`config.mk`:
```
export PLATFORM = sky130hd
export DESIGN_NAME = mul_share_ctrl
export DESIGN_NICKNAME = d
export VERILOG_FILES = /design/src/rtl/mul_share_pkg.sv /design/src/rtl/mul_share_ctrl_mult_cell.sv /design/src/rtl/mul_share_ctrl_rr_arbiter.sv /design/src/rtl/mul_share_ctrl.sv
export SDC_FILE = /design/constraint.sdc
export NUM_CORES = 1
export LEC_CHECK = 0
export ABC_AREA = 0
export ABC_CLOCK_PERIOD_IN_PS = 6100
export CAP_MARGIN = 40
export CORE_MARGIN = 10
export CORE_UTILIZATION = 37
export CTS_CLUSTER_DIAMETER = 80
export CTS_CLUSTER_SIZE = 14
export DETAILED_ROUTE_END_ITERATION = 10
export GPL_TIMING_DRIVEN = 0
export PLACE_DENSITY = 0.58
export SETUP_SLACK_MARGIN = 0.5
export SLEW_MARGIN = 20
export SYNTH_ARGS = -nofsm -noshare
export SYNTH_HDL_FRONTEND = slang
export SYNTH_SLANG_ARGS = --single-unit
```
`constraint.sdc`:
```
create_clock -name Clock -period 6.1 [get_ports Clock]
set_clock_uncertainty 0.2 [all_clocks]
set_input_delay 1.83 -clock Clock [delete_from_list [all_inputs] [get_ports Clock]]
set_output_delay 1.83 -clock Clock [all_outputs]
set_load 0.05 [all_outputs]
```
`src/rtl/mul_share_pkg.sv`:
```
// Shared types and helpers for the multiplier-sharing controller.
// Holds the FSM state encoding, operand/product widths and the width
// helpers used to size the owner index and settle counter.
package mul_share_pkg;

   localparam int OPW   = 16;
   localparam int PRODW = 32;

   typedef enum logic [1:0] {
      ST_IDLE = 2'd0,
      ST_CALC = 2'd1,
      ST_DONE = 2'd2
   } state_t;

   // Bits needed to hold values 0..n-1, never less than one bit.
   function automatic int width_of(input int n);
      return (n <= 1) ? 1 : $clog2(n);
   endfunction

   function automatic int owner_width(input int nreq);
      return width_of(nreq);
   endfunction

   // The counter is loaded with MUL_CYCLES-1 and counts down to zero.
   function automatic int cnt_width(input int mul_cycles);
      return width_of(mul_cycles);
   endfunction

endpackage

```
`src/rtl/mul_share_ctrl_mult_cell.sv`:
```
// Combinational 16x16 unsigned array multiplier.
// Built from shifted partial products summed in a ripple chain; the long
// path is why the controller gives it several cycles to settle.
module MULTPLY_CELL
   import mul_share_pkg::*;
(
   input  logic [OPW-1:0]   iA,
   input  logic [OPW-1:0]   iB,
   output logic [PRODW-1:0] oP
);

   logic [PRODW-1:0] pp [OPW];
   logic [PRODW-1:0] sum;

   genvar gi;
   generate
      for (gi = 0; gi < OPW; gi++) begin : g_pp
         assign pp[gi] = iB[gi] ? ({{(PRODW-OPW){1'b0}}, iA} << gi) : '0;
      end
   endgenerate

   // Accumulate the partial products row by row.
   always_comb begin
      sum = '0;
      for (int i = 0; i < OPW; i++) begin
         sum = sum + pp[i];
      end
   end

   assign oP = sum;

endmodule

```
`src/rtl/mul_share_ctrl_rr_arbiter.sv`:
```
// Request arbiter for the shared multiplier.
// Default: round-robin, the requester at iPtr has highest priority and the
// search wraps from NREQ-1 back to 0.
// With MUL_ARB_FIXED_PRIO_EN defined: fixed priority, lowest index wins,
// and the pointer port disappears.
module rr_arbiter #(
   parameter int NREQ = 4,
   parameter int IW   = 2
) (
   input  logic [NREQ-1:0] iReq,
`ifndef MUL_ARB_FIXED_PRIO_EN
   input  logic [IW-1:0]   iPtr,
`endif
   output logic [NREQ-1:0] oWin,
   output logic [IW-1:0]   oIdx
);

`ifdef MUL_ARB_FIXED_PRIO_EN
   // Scan from the top so the lowest requesting index is the last write.
   always_comb begin
      oWin = '0;
      oIdx = '0;
      for (int k = NREQ - 1; k >= 0; k--) begin
         if (iReq[k]) begin
            oWin    = '0;
            oWin[k] = 1'b1;
            oIdx    = IW'(k);
         end
      end
   end
`else
   // Walk the requesters starting at the pointer; first one found wins.
   always_comb begin
      int  j;
      logic found;
      oWin  = '0;
      oIdx  = '0;
      found = 1'b0;
      j     = 0;
      for (int k = 0; k < NREQ; k++) begin
         j = int'(iPtr) + k;
         if (j >= NREQ) begin
            j = j - NREQ;
         end
         if (!found && iReq[j]) begin
            found   = 1'b1;
            oWin[j] = 1'b1;
            oIdx    = IW'(j);
         end
      end
   end
`endif

endmodule

```
`src/rtl/mul_share_ctrl.sv`:
```
// Shares one MULTPLY_CELL among NREQ requesters.
// IDLE arbitrates and captures the winner's operands, CALC waits MUL_CYCLES
// for the multiplier to settle and captures the product, DONE pulses oDone
// to the owner. All outputs are registered.
// Build option: MUL_ARB_FIXED_PRIO_EN selects fixed lowest-index priority
// and removes the round-robin pointer.
module mul_share_ctrl
   import mul_share_pkg::*;
#(
   parameter int NREQ       = 4,
   parameter int MUL_CYCLES = 3
) (
   input  logic                Clock,
   input  logic                Reset,
   input  logic [NREQ-1:0]     iReq,
   input  logic [OPW*NREQ-1:0] iA,
   input  logic [OPW*NREQ-1:0] iB,
   output logic [NREQ-1:0]     oGnt,
   output logic [NREQ-1:0]     oDone,
   output logic [PRODW-1:0]    oR,
   output logic                oBusy
);

   localparam int OW = owner_width(NREQ);
   localparam int CW = cnt_width(MUL_CYCLES);

   state_t           state_q, state_d;
   logic [OPW-1:0]   ra_q, ra_d;
   logic [OPW-1:0]   rb_q, rb_d;
   logic [OW-1:0]    owner_q, owner_d;
   logic [CW-1:0]    cnt_q, cnt_d;
   logic [NREQ-1:0]  gnt_q, gnt_d;
   logic [NREQ-1:0]  done_q, done_d;
   logic [PRODW-1:0] r_q, r_d;
   logic             busy_q, busy_d;
`ifndef MUL_ARB_FIXED_PRIO_EN
   logic [OW-1:0]    ptr_q, ptr_d;
`endif

   logic [OPW-1:0]   a_slice [NREQ];
   logic [OPW-1:0]   b_slice [NREQ];
   logic [NREQ-1:0]  win_onehot;
   logic [OW-1:0]    win_idx;
   logic [PRODW-1:0] product;

   genvar gi;
   generate
      for (gi = 0; gi < NREQ; gi++) begin : g_unpack
         assign a_slice[gi] = iA[OPW*gi +: OPW];
         assign b_slice[gi] = iB[OPW*gi +: OPW];
      end
   endgenerate

   rr_arbiter #(
      .NREQ (NREQ),
      .IW   (OW)
   ) u_arb (
      .iReq (iReq),
`ifndef MUL_ARB_FIXED_PRIO_EN
      .iPtr (ptr_q),
`endif
      .oWin (win_onehot),
      .oIdx (win_idx)
   );

   // The multiplier only ever sees the captured operands.
   MULTPLY_CELL u_mul (
      .iA (ra_q),
      .iB (rb_q),
      .oP (product)
   );

   // Next-state and registered-output logic for the sharing FSM.
   always_comb begin
      state_d = state_q;
      ra_d    = ra_q;
      rb_d    = rb_q;
      owner_d = owner_q;
      cnt_d   = cnt_q;
      r_d     = r_q;
      gnt_d   = '0;
      done_d  = '0;
`ifndef MUL_ARB_FIXED_PRIO_EN
      ptr_d   = ptr_q;
`endif
      case (state_q)
         ST_IDLE: begin
            if (|iReq) begin
               ra_d    = a_slice[win_idx];
               rb_d    = b_slice[win_idx];
               owner_d = win_idx;
               gnt_d   = win_onehot;
               cnt_d   = CW'(MUL_CYCLES - 1);
`ifndef MUL_ARB_FIXED_PRIO_EN
               ptr_d   = (win_idx == OW'(NREQ - 1)) ? '0 : win_idx + OW'(1);
`endif
               state_d = ST_CALC;
            end
         end
         ST_CALC: begin
            if (cnt_q == '0) begin
               r_d     = product;
               done_d  = NREQ'(1) << owner_q;
               state_d = ST_DONE;
            end else begin
               cnt_d = cnt_q - CW'(1);
            end
         end
         ST_DONE: begin
            state_d = ST_IDLE;
         end
         default: begin
            state_d = ST_IDLE;
         end
      endcase
      busy_d = (state_d != ST_IDLE);
   end

   // State and output registers; reset aborts any operation in flight.
   always_ff @(posedge Clock or posedge Reset) begin
      if (Reset) begin
         state_q <= ST_IDLE;
         ra_q    <= '0;
         rb_q    <= '0;
         owner_q <= '0;
         cnt_q   <= '0;
         gnt_q   <= '0;
         done_q  <= '0;
         r_q     <= '0;
         busy_q  <= 1'b0;
`ifndef MUL_ARB_FIXED_PRIO_EN
         ptr_q   <= '0;
`endif
      end else begin
         state_q <= state_d;
         ra_q    <= ra_d;
         rb_q    <= rb_d;
         owner_q <= owner_d;
         cnt_q   <= cnt_d;
         gnt_q   <= gnt_d;
         done_q  <= done_d;
         r_q     <= r_d;
         busy_q  <= busy_d;
`ifndef MUL_ARB_FIXED_PRIO_EN
         ptr_q   <= ptr_d;
`endif
      end
   end

   assign oGnt  = gnt_q;
   assign oDone = done_q;
   assign oR    = r_q;
   assign oBusy = busy_q;

endmodule

```
Word level (Yosys, flattened, before mapping) --
Cells that the tools add are included.
Storage, ports and cells: flip-flop bits (word level) 81, output and inout port bits 41, bits of input ports 134, word-level logic and storage cells 142
Operators by class: $lt $le $gt $ge 13, mux-type cells 68, shift operators 1, $add $sub $neg 24, reductions and logical operators 18, bitwise gates (word level) 4, eq/ne operators 4
Operators by type and width (number):
- 32-bit adder | 7
- 32-bit by 1-bit greater-or-equal comparator with 1-bit output (second input constant) | 4
- 32-bit by 4-bit less-than comparator with 1-bit output (second input constant) | 4
- 32-bit two-way mux | 4
- 32-bit by 4-bit greater-or-equal comparator with 1-bit output (second input constant) | 3
- 32-bit by 4-bit subtractor with 32-bit output (second input constant) | 3
- 16-bit two-way mux | 5
- 16-bit binary-select mux with 2-bit select | 2
- 32-bit by 24-bit adder with 32-bit output | 1
- 32-bit by 25-bit adder with 32-bit output | 1
- 32-bit by 26-bit adder with 32-bit output | 1
- 32-bit by 27-bit adder with 32-bit output | 1
- 32-bit by 28-bit adder with 32-bit output | 1
- 32-bit by 29-bit adder with 32-bit output | 1
- 32-bit by 30-bit adder with 32-bit output | 1
- 32-bit by 31-bit adder with 32-bit output | 1
- 4-bit two-way mux | 8
- 31-bit two-way mux | 1
- 30-bit two-way mux | 1
- 29-bit two-way mux | 1
- 28-bit two-way mux | 1
- 27-bit two-way mux | 1
- 26-bit two-way mux | 1
- 25-bit two-way mux | 1
- 33 further kinds | 77

Depth between registers and ports, before layout --
depth after elaboration 19, gate-level depth with buffers 22, depth with buffers taken out 20

Modules after synthesis --
From an unflattened synthesis, not the netlist that was laid out.
Unflattened totals: cells, all modules 1272, area total of the unflattened synthesis 12937.4 um2
By module, submodules not included:
- MULTPLY_CELL | area each 8486.9 um2, times used 1, sequential area each 0.0 um2, cells each 995
- mul_share_ctrl | area each 3972.6 um2, times used 1, sequential area each 2026.9 um2, cells each 226
- rr_arbiter | area each 478.0 um2, times used 1, sequential area each 0.0 um2, cells each 51

Worst setup path after synthesis --
No wires, ideal clock.
path type reg-to-reg, start reg rb_q[9], end reg r_q[26], in the netlist oR[26], library setup time 0.149 ns, stages on the path, launching flop included 21, data arrival time 5.773 ns, slack -0.022 ns, clock period less this slack 6.122 ns, buffers on the path 3, required time 5.751 ns, path through dfrtp_1 clkbuf_1 clkbuf_1 nand2_1 fa_1 fa_1 fa_1 inv_1 fa_1 fa_1 inv_1 fa_1 inv_1 ha_1 clkbuf_1 and3_1 nand4_1 a211o_1 a311oi_1 mux2i_1 o311ai_0
On the way: longest elaborated chain between the ends 8
Ends and longest elaborated chain:
- start: declaration | RTL line mul_share_ctrl.sv:29 | logic [OPW-1:0] rb_q, rb_d;
- start signal: assignment | RTL line mul_share_ctrl.sv:137 | rb_q <= rb_d;
- 25-bit two-way mux | RTL line mul_share_ctrl_mult_cell.sv:18 | assign pp[gi] = iB[gi] ? ({{(PRODW-OPW){1'b0}}, iA} << gi) : '0;
- 32-bit by 25-bit adder with 32-bit output | RTL line mul_share_ctrl_mult_cell.sv:26 | sum = sum + pp[i];
- 32-bit by 26-bit adder with 32-bit output | RTL line mul_share_ctrl_mult_cell.sv:26
- 32-bit by 27-bit adder with 32-bit output | RTL line mul_share_ctrl_mult_cell.sv:26
- 32-bit by 28-bit adder with 32-bit output | RTL line mul_share_ctrl_mult_cell.sv:26
- 32-bit by 29-bit adder with 32-bit output | RTL line mul_share_ctrl_mult_cell.sv:26
- 32-bit by 30-bit adder with 32-bit output | RTL line mul_share_ctrl_mult_cell.sv:26
- 32-bit by 31-bit adder with 32-bit output | RTL line mul_share_ctrl_mult_cell.sv:26
- end signal: assignment | RTL line mul_share_ctrl.sv:142 | r_q <= r_d;
- end: declaration | RTL line mul_share_ctrl.sv:34 | logic [PRODW-1:0] r_q, r_d;
Every way passes these cells. A chain may end at the register's enable or synchronous reset.

Final worst setup path --
start reg ra_q[9], end reg r_q[26], in the netlist oR[26]
On the way: longest elaborated chain between the ends 16, elaborated cells between the ends (all ways) 31, classes of those cells add/sub (15); mux (16)
Ends and longest elaborated chain:
- start: declaration | RTL line mul_share_ctrl.sv:28 | logic [OPW-1:0] ra_q, ra_d;
- start signal: assignment | RTL line mul_share_ctrl.sv:136 | ra_q <= ra_d;
- 16-bit two-way mux / 17-bit two-way mux (equally long branches) | RTL line mul_share_ctrl_mult_cell.sv:18
- 32-bit adder (7 in series) | RTL line mul_share_ctrl_mult_cell.sv:26
- 32-bit by 24-bit adder with 32-bit output | RTL line mul_share_ctrl_mult_cell.sv:26
- 32-bit by 25-bit adder with 32-bit output | RTL line mul_share_ctrl_mult_cell.sv:26
- 32-bit by 26-bit adder with 32-bit output | RTL line mul_share_ctrl_mult_cell.sv:26
- 32-bit by 27-bit adder with 32-bit output | RTL line mul_share_ctrl_mult_cell.sv:26
- 32-bit by 28-bit adder with 32-bit output | RTL line mul_share_ctrl_mult_cell.sv:26
- 32-bit by 29-bit adder with 32-bit output | RTL line mul_share_ctrl_mult_cell.sv:26
- 32-bit by 30-bit adder with 32-bit output | RTL line mul_share_ctrl_mult_cell.sv:26
- 32-bit by 31-bit adder with 32-bit output * | RTL line mul_share_ctrl_mult_cell.sv:26
Mark *: on every way between the ends. The rest lies on a longest branch, timed or not.

==> results.md <==
* Sink Count at 81
* Synth top area share at 28.8%
* Leading cell type in the layout, fill and taps excluded: nand2_1
* Hold EP: oDone[0]
* Hold bufs inserted after CTS at 0
* Die width at approximately 210 um
* Unique cell type count in the Yosys netlist at slightly above 60
* Sequential area share after synthesis at between 10% and 20%
* Drt first pass iters at 5
* Total of max-cap violations at 0
* Wire per inst at roughly 21 um
* Post-synth ARST share at 100%
* YS warnings at 0
* Port Buffers at around 170
* Syn avg cell area at roughly 8.6 sq um
* Synth Flop Type: dfrtp_1
* Crit end category: flip-flop
* I/O pin cnt at between 150 and 200
* Reg2reg end: oR[26]
* Max Slew Vio Count at 0
* CTS buffer count at 9
* CTS Buffer Depth at 2
* CP required at 6140 ps
* Worst-Margin Slew at 835 ps
* Largest net degree at the start of global routing at 45
* Setup tns final at 0 ps
* Routed wire length at around 50 mm
* # rows at 70
* Worst setup SP type: flip-flop
* Layout overhead on the synthesized area at 35.4%
* GR peak layer: met2
* Synthesis-stage register bit count at 81
* R2R depth at 19
* Final worst-path cycle share at 99.0%
* # DRC at 0
* Core area at approximately 37000 sq um
* RSZ-0062 raised after global routing: yes
* Post-Synthesis Cells at approximately 1.6k
* Initial DRC count at 834
* Met1 Resource Use GR at between 20% and 30%
* Tmin final at roughly 6000 ps
* Clock Pin Slew Worst Setup and Hold Paths at roughly 70 ps
* Synth area leaders: fa_1, dfrtp_1, ha_1
* GRT Util Overall at 22.2%
* WS Path Type: reg -> reg
* CP max FO at 5
* GPL Wtd Cong at 0.922
* Clock insertion delay at the later pin of the skew report at 380 ps
* Hold path depth at 1
* H-tree depth at 3
* Max frequency at ~0.17 GHz
* RR Startpoint: ra_q[9]
* EDFF count, synth at 0
* Slew margin rel. at between 40 and 50%
* Post-Syn Nets at 2033
* Min Hold Slack at 255 ps
* # fillers at between 3k and 4k
* Setup violations, final at 0
* Avg Vias per Cell at 5.36
* R2r setup slk at slightly below 60 ps
* Initial Util at 37.6%
* Final Hold Fails at 0
* First-pass GRT wire length at ~77 mm
* Worst hold path startpoint: owner_q[1]
* Met3 GRT Util at under 10%
* Status: finished, final reports clean
* Die height at between 200 and 250 um
* CP arrival at between 6000 and 7000 ps
* Diode count at 0
* Synthesized cell area at ~14000 sq um
* Root Driver: clkbuf_16
* Synth area leader: fa_1
* Initial antenna violation count at 1
* Share of layout cells above drive strength 1 at between 10% and 20%
* Hold WC Path Type: reg -> reg
* CTS tree: done
* Nets at 2336
* Via count at 12.7k
* Number of routed nets with antenna violations at 0
* Total grt overflow at 0
* DIE AREA at roughly 45000 sq um
* Global-route met2 utilization at between 30% and 40%
* Vias in the first global route at 13.2k
* Most frequent cells in the layout: nand2_1, inv_1, fa_1
* DP HPWL at about 40 mm
-- final cells by class --
class | instances | area (sq um) | share of cell area [%]
Clock inverter | 5 | 85.1 | 0.456
Buffer | 110 | 917 | 4.91
Clock buffer | 11 | 253 | 1.35
Multi-Input combinational cell | 1168 | 11100 | 59.4
Tap cell | 468 | 586 | 3.14
Timing Repair Buffer | 292 | 2780 | 14.9
Sequential cell | 81 | 2060 | 11.0
Inverter | 241 | 907 | 4.86
-- sequential cells by signal (all words and copies together) (netlist names), 2 cells and up, named ones only --
signal   flops
oR          32
ra_q        16
rb_q        16
oDone        4
oGnt         4
cnt_q        2
owner_q      2
state_q      2
-- cells by family (layout without fill, tap and decap cells) --
family | Yosys count | in the layout | share of synthesized area (%)
compound gates | 282 | 282 | 15.1
flops | 81 | 81 | 14.7
simple gates | 558 | 558 | 20.0
mux | 12 | 12 | 1.24
xor+xnor | 17 | 17 | 1.08
fa+ha+maj | 299 | 299 | 37.9
buf+inv | 351 | 659 | 10.0
-- Yosys cell counts (3+ instances only) --
cell type	n
nor3b_1	4
nor3_1	7
o21a_1	5
mux4_2	4
a221o_1	6
buf_6	6
mux2i_1	7
clkbuf_1	88
nand2b_1	3
nand3_1	7
a211oi_2	30
a21o_1	11
nand3b_1	33
or3_1	35
and3_1	8
dfrtp_1	81
inv_1	240
xnor2_1	11
a31oi_1	68
o31ai_1	39
buf_2	13
nand4_1	8
nor2b_1	3
ha_1	101
a221oi_1	3
o21ai_0	33
buf_1	3
a21oi_1	24
o211ai_1	35
xor2_1	6
and2_1	115
nand2_1	281
nor2_1	44
fa_1	198
a211oi_1	5
-- worst max-delay path: stages, from the launching register on --
cell      delay (ps)
dfrtp_2          490
buf_6            180
and2_4           160
fa_1             540
inv_2             50
fa_1             580
fa_1             440
fa_1             520
inv_2             40
fa_1             480
inv_2             40
fa_2             560
inv_2             40
ha_4             270
and3_4           200
nand4_1          160
a211o_4          360
a311oi_2         240
mux2i_1          220
o311ai_1         110
-- how the worst max path moves through the flow --
stage	startpoint	cells past startpoint	slack (ps)	endpoint
finish	ra_q[9]	19	60	oR[26]
CTS	rb_q[12]	20	140	oR[26]
global placement	ra_q[9]	19	-310	oR[30]
floorplan	ra_q[11]	20	460	oR[26]
global route	ra_q[9]	19	-80	oR[30]
detailed placement	ra_q[9]	19	-330	oR[30]
-- per-stage QoR --
step	util, %	setup slack, ps	cell area, sq um	std cells
after floorplan	-	464	14000	1600
after global placement	44.6	-307	16400	2242
after detailed placement	44.7	-332	16400	2244
after CTS	49.2	141	18100	2340
after global routing	50.9	-84.8	18700	2376
final	50.9	58.6	18700	2376
-- routing by layer --
| layer | up-vias | routed length (um) |
|---|---|---|
| met1 | 6364 | 21200 |
| met4 | 0 | 1310 |
| met5 | - | 0 |
| met2 | 457 | 24300 |
| met3 | 66 | 3540 |
| li1 | 5848 | - |
-- timing repair --
| item | 4_1_cts | 5_1_grt |
|---|---|---|
| buffers inserted | 79 | 36 |
| pin swaps | 56 | 93 |
| gates cloned | 1 | 0 |
| gates resized for setup | 154 | 102 |
| endpoints found under the setup margin | 19 | 18 |
Power is left out: the tool's default activity adds up to more than one toggle a clock period on the data nets, which glitch-free logic cannot reach.
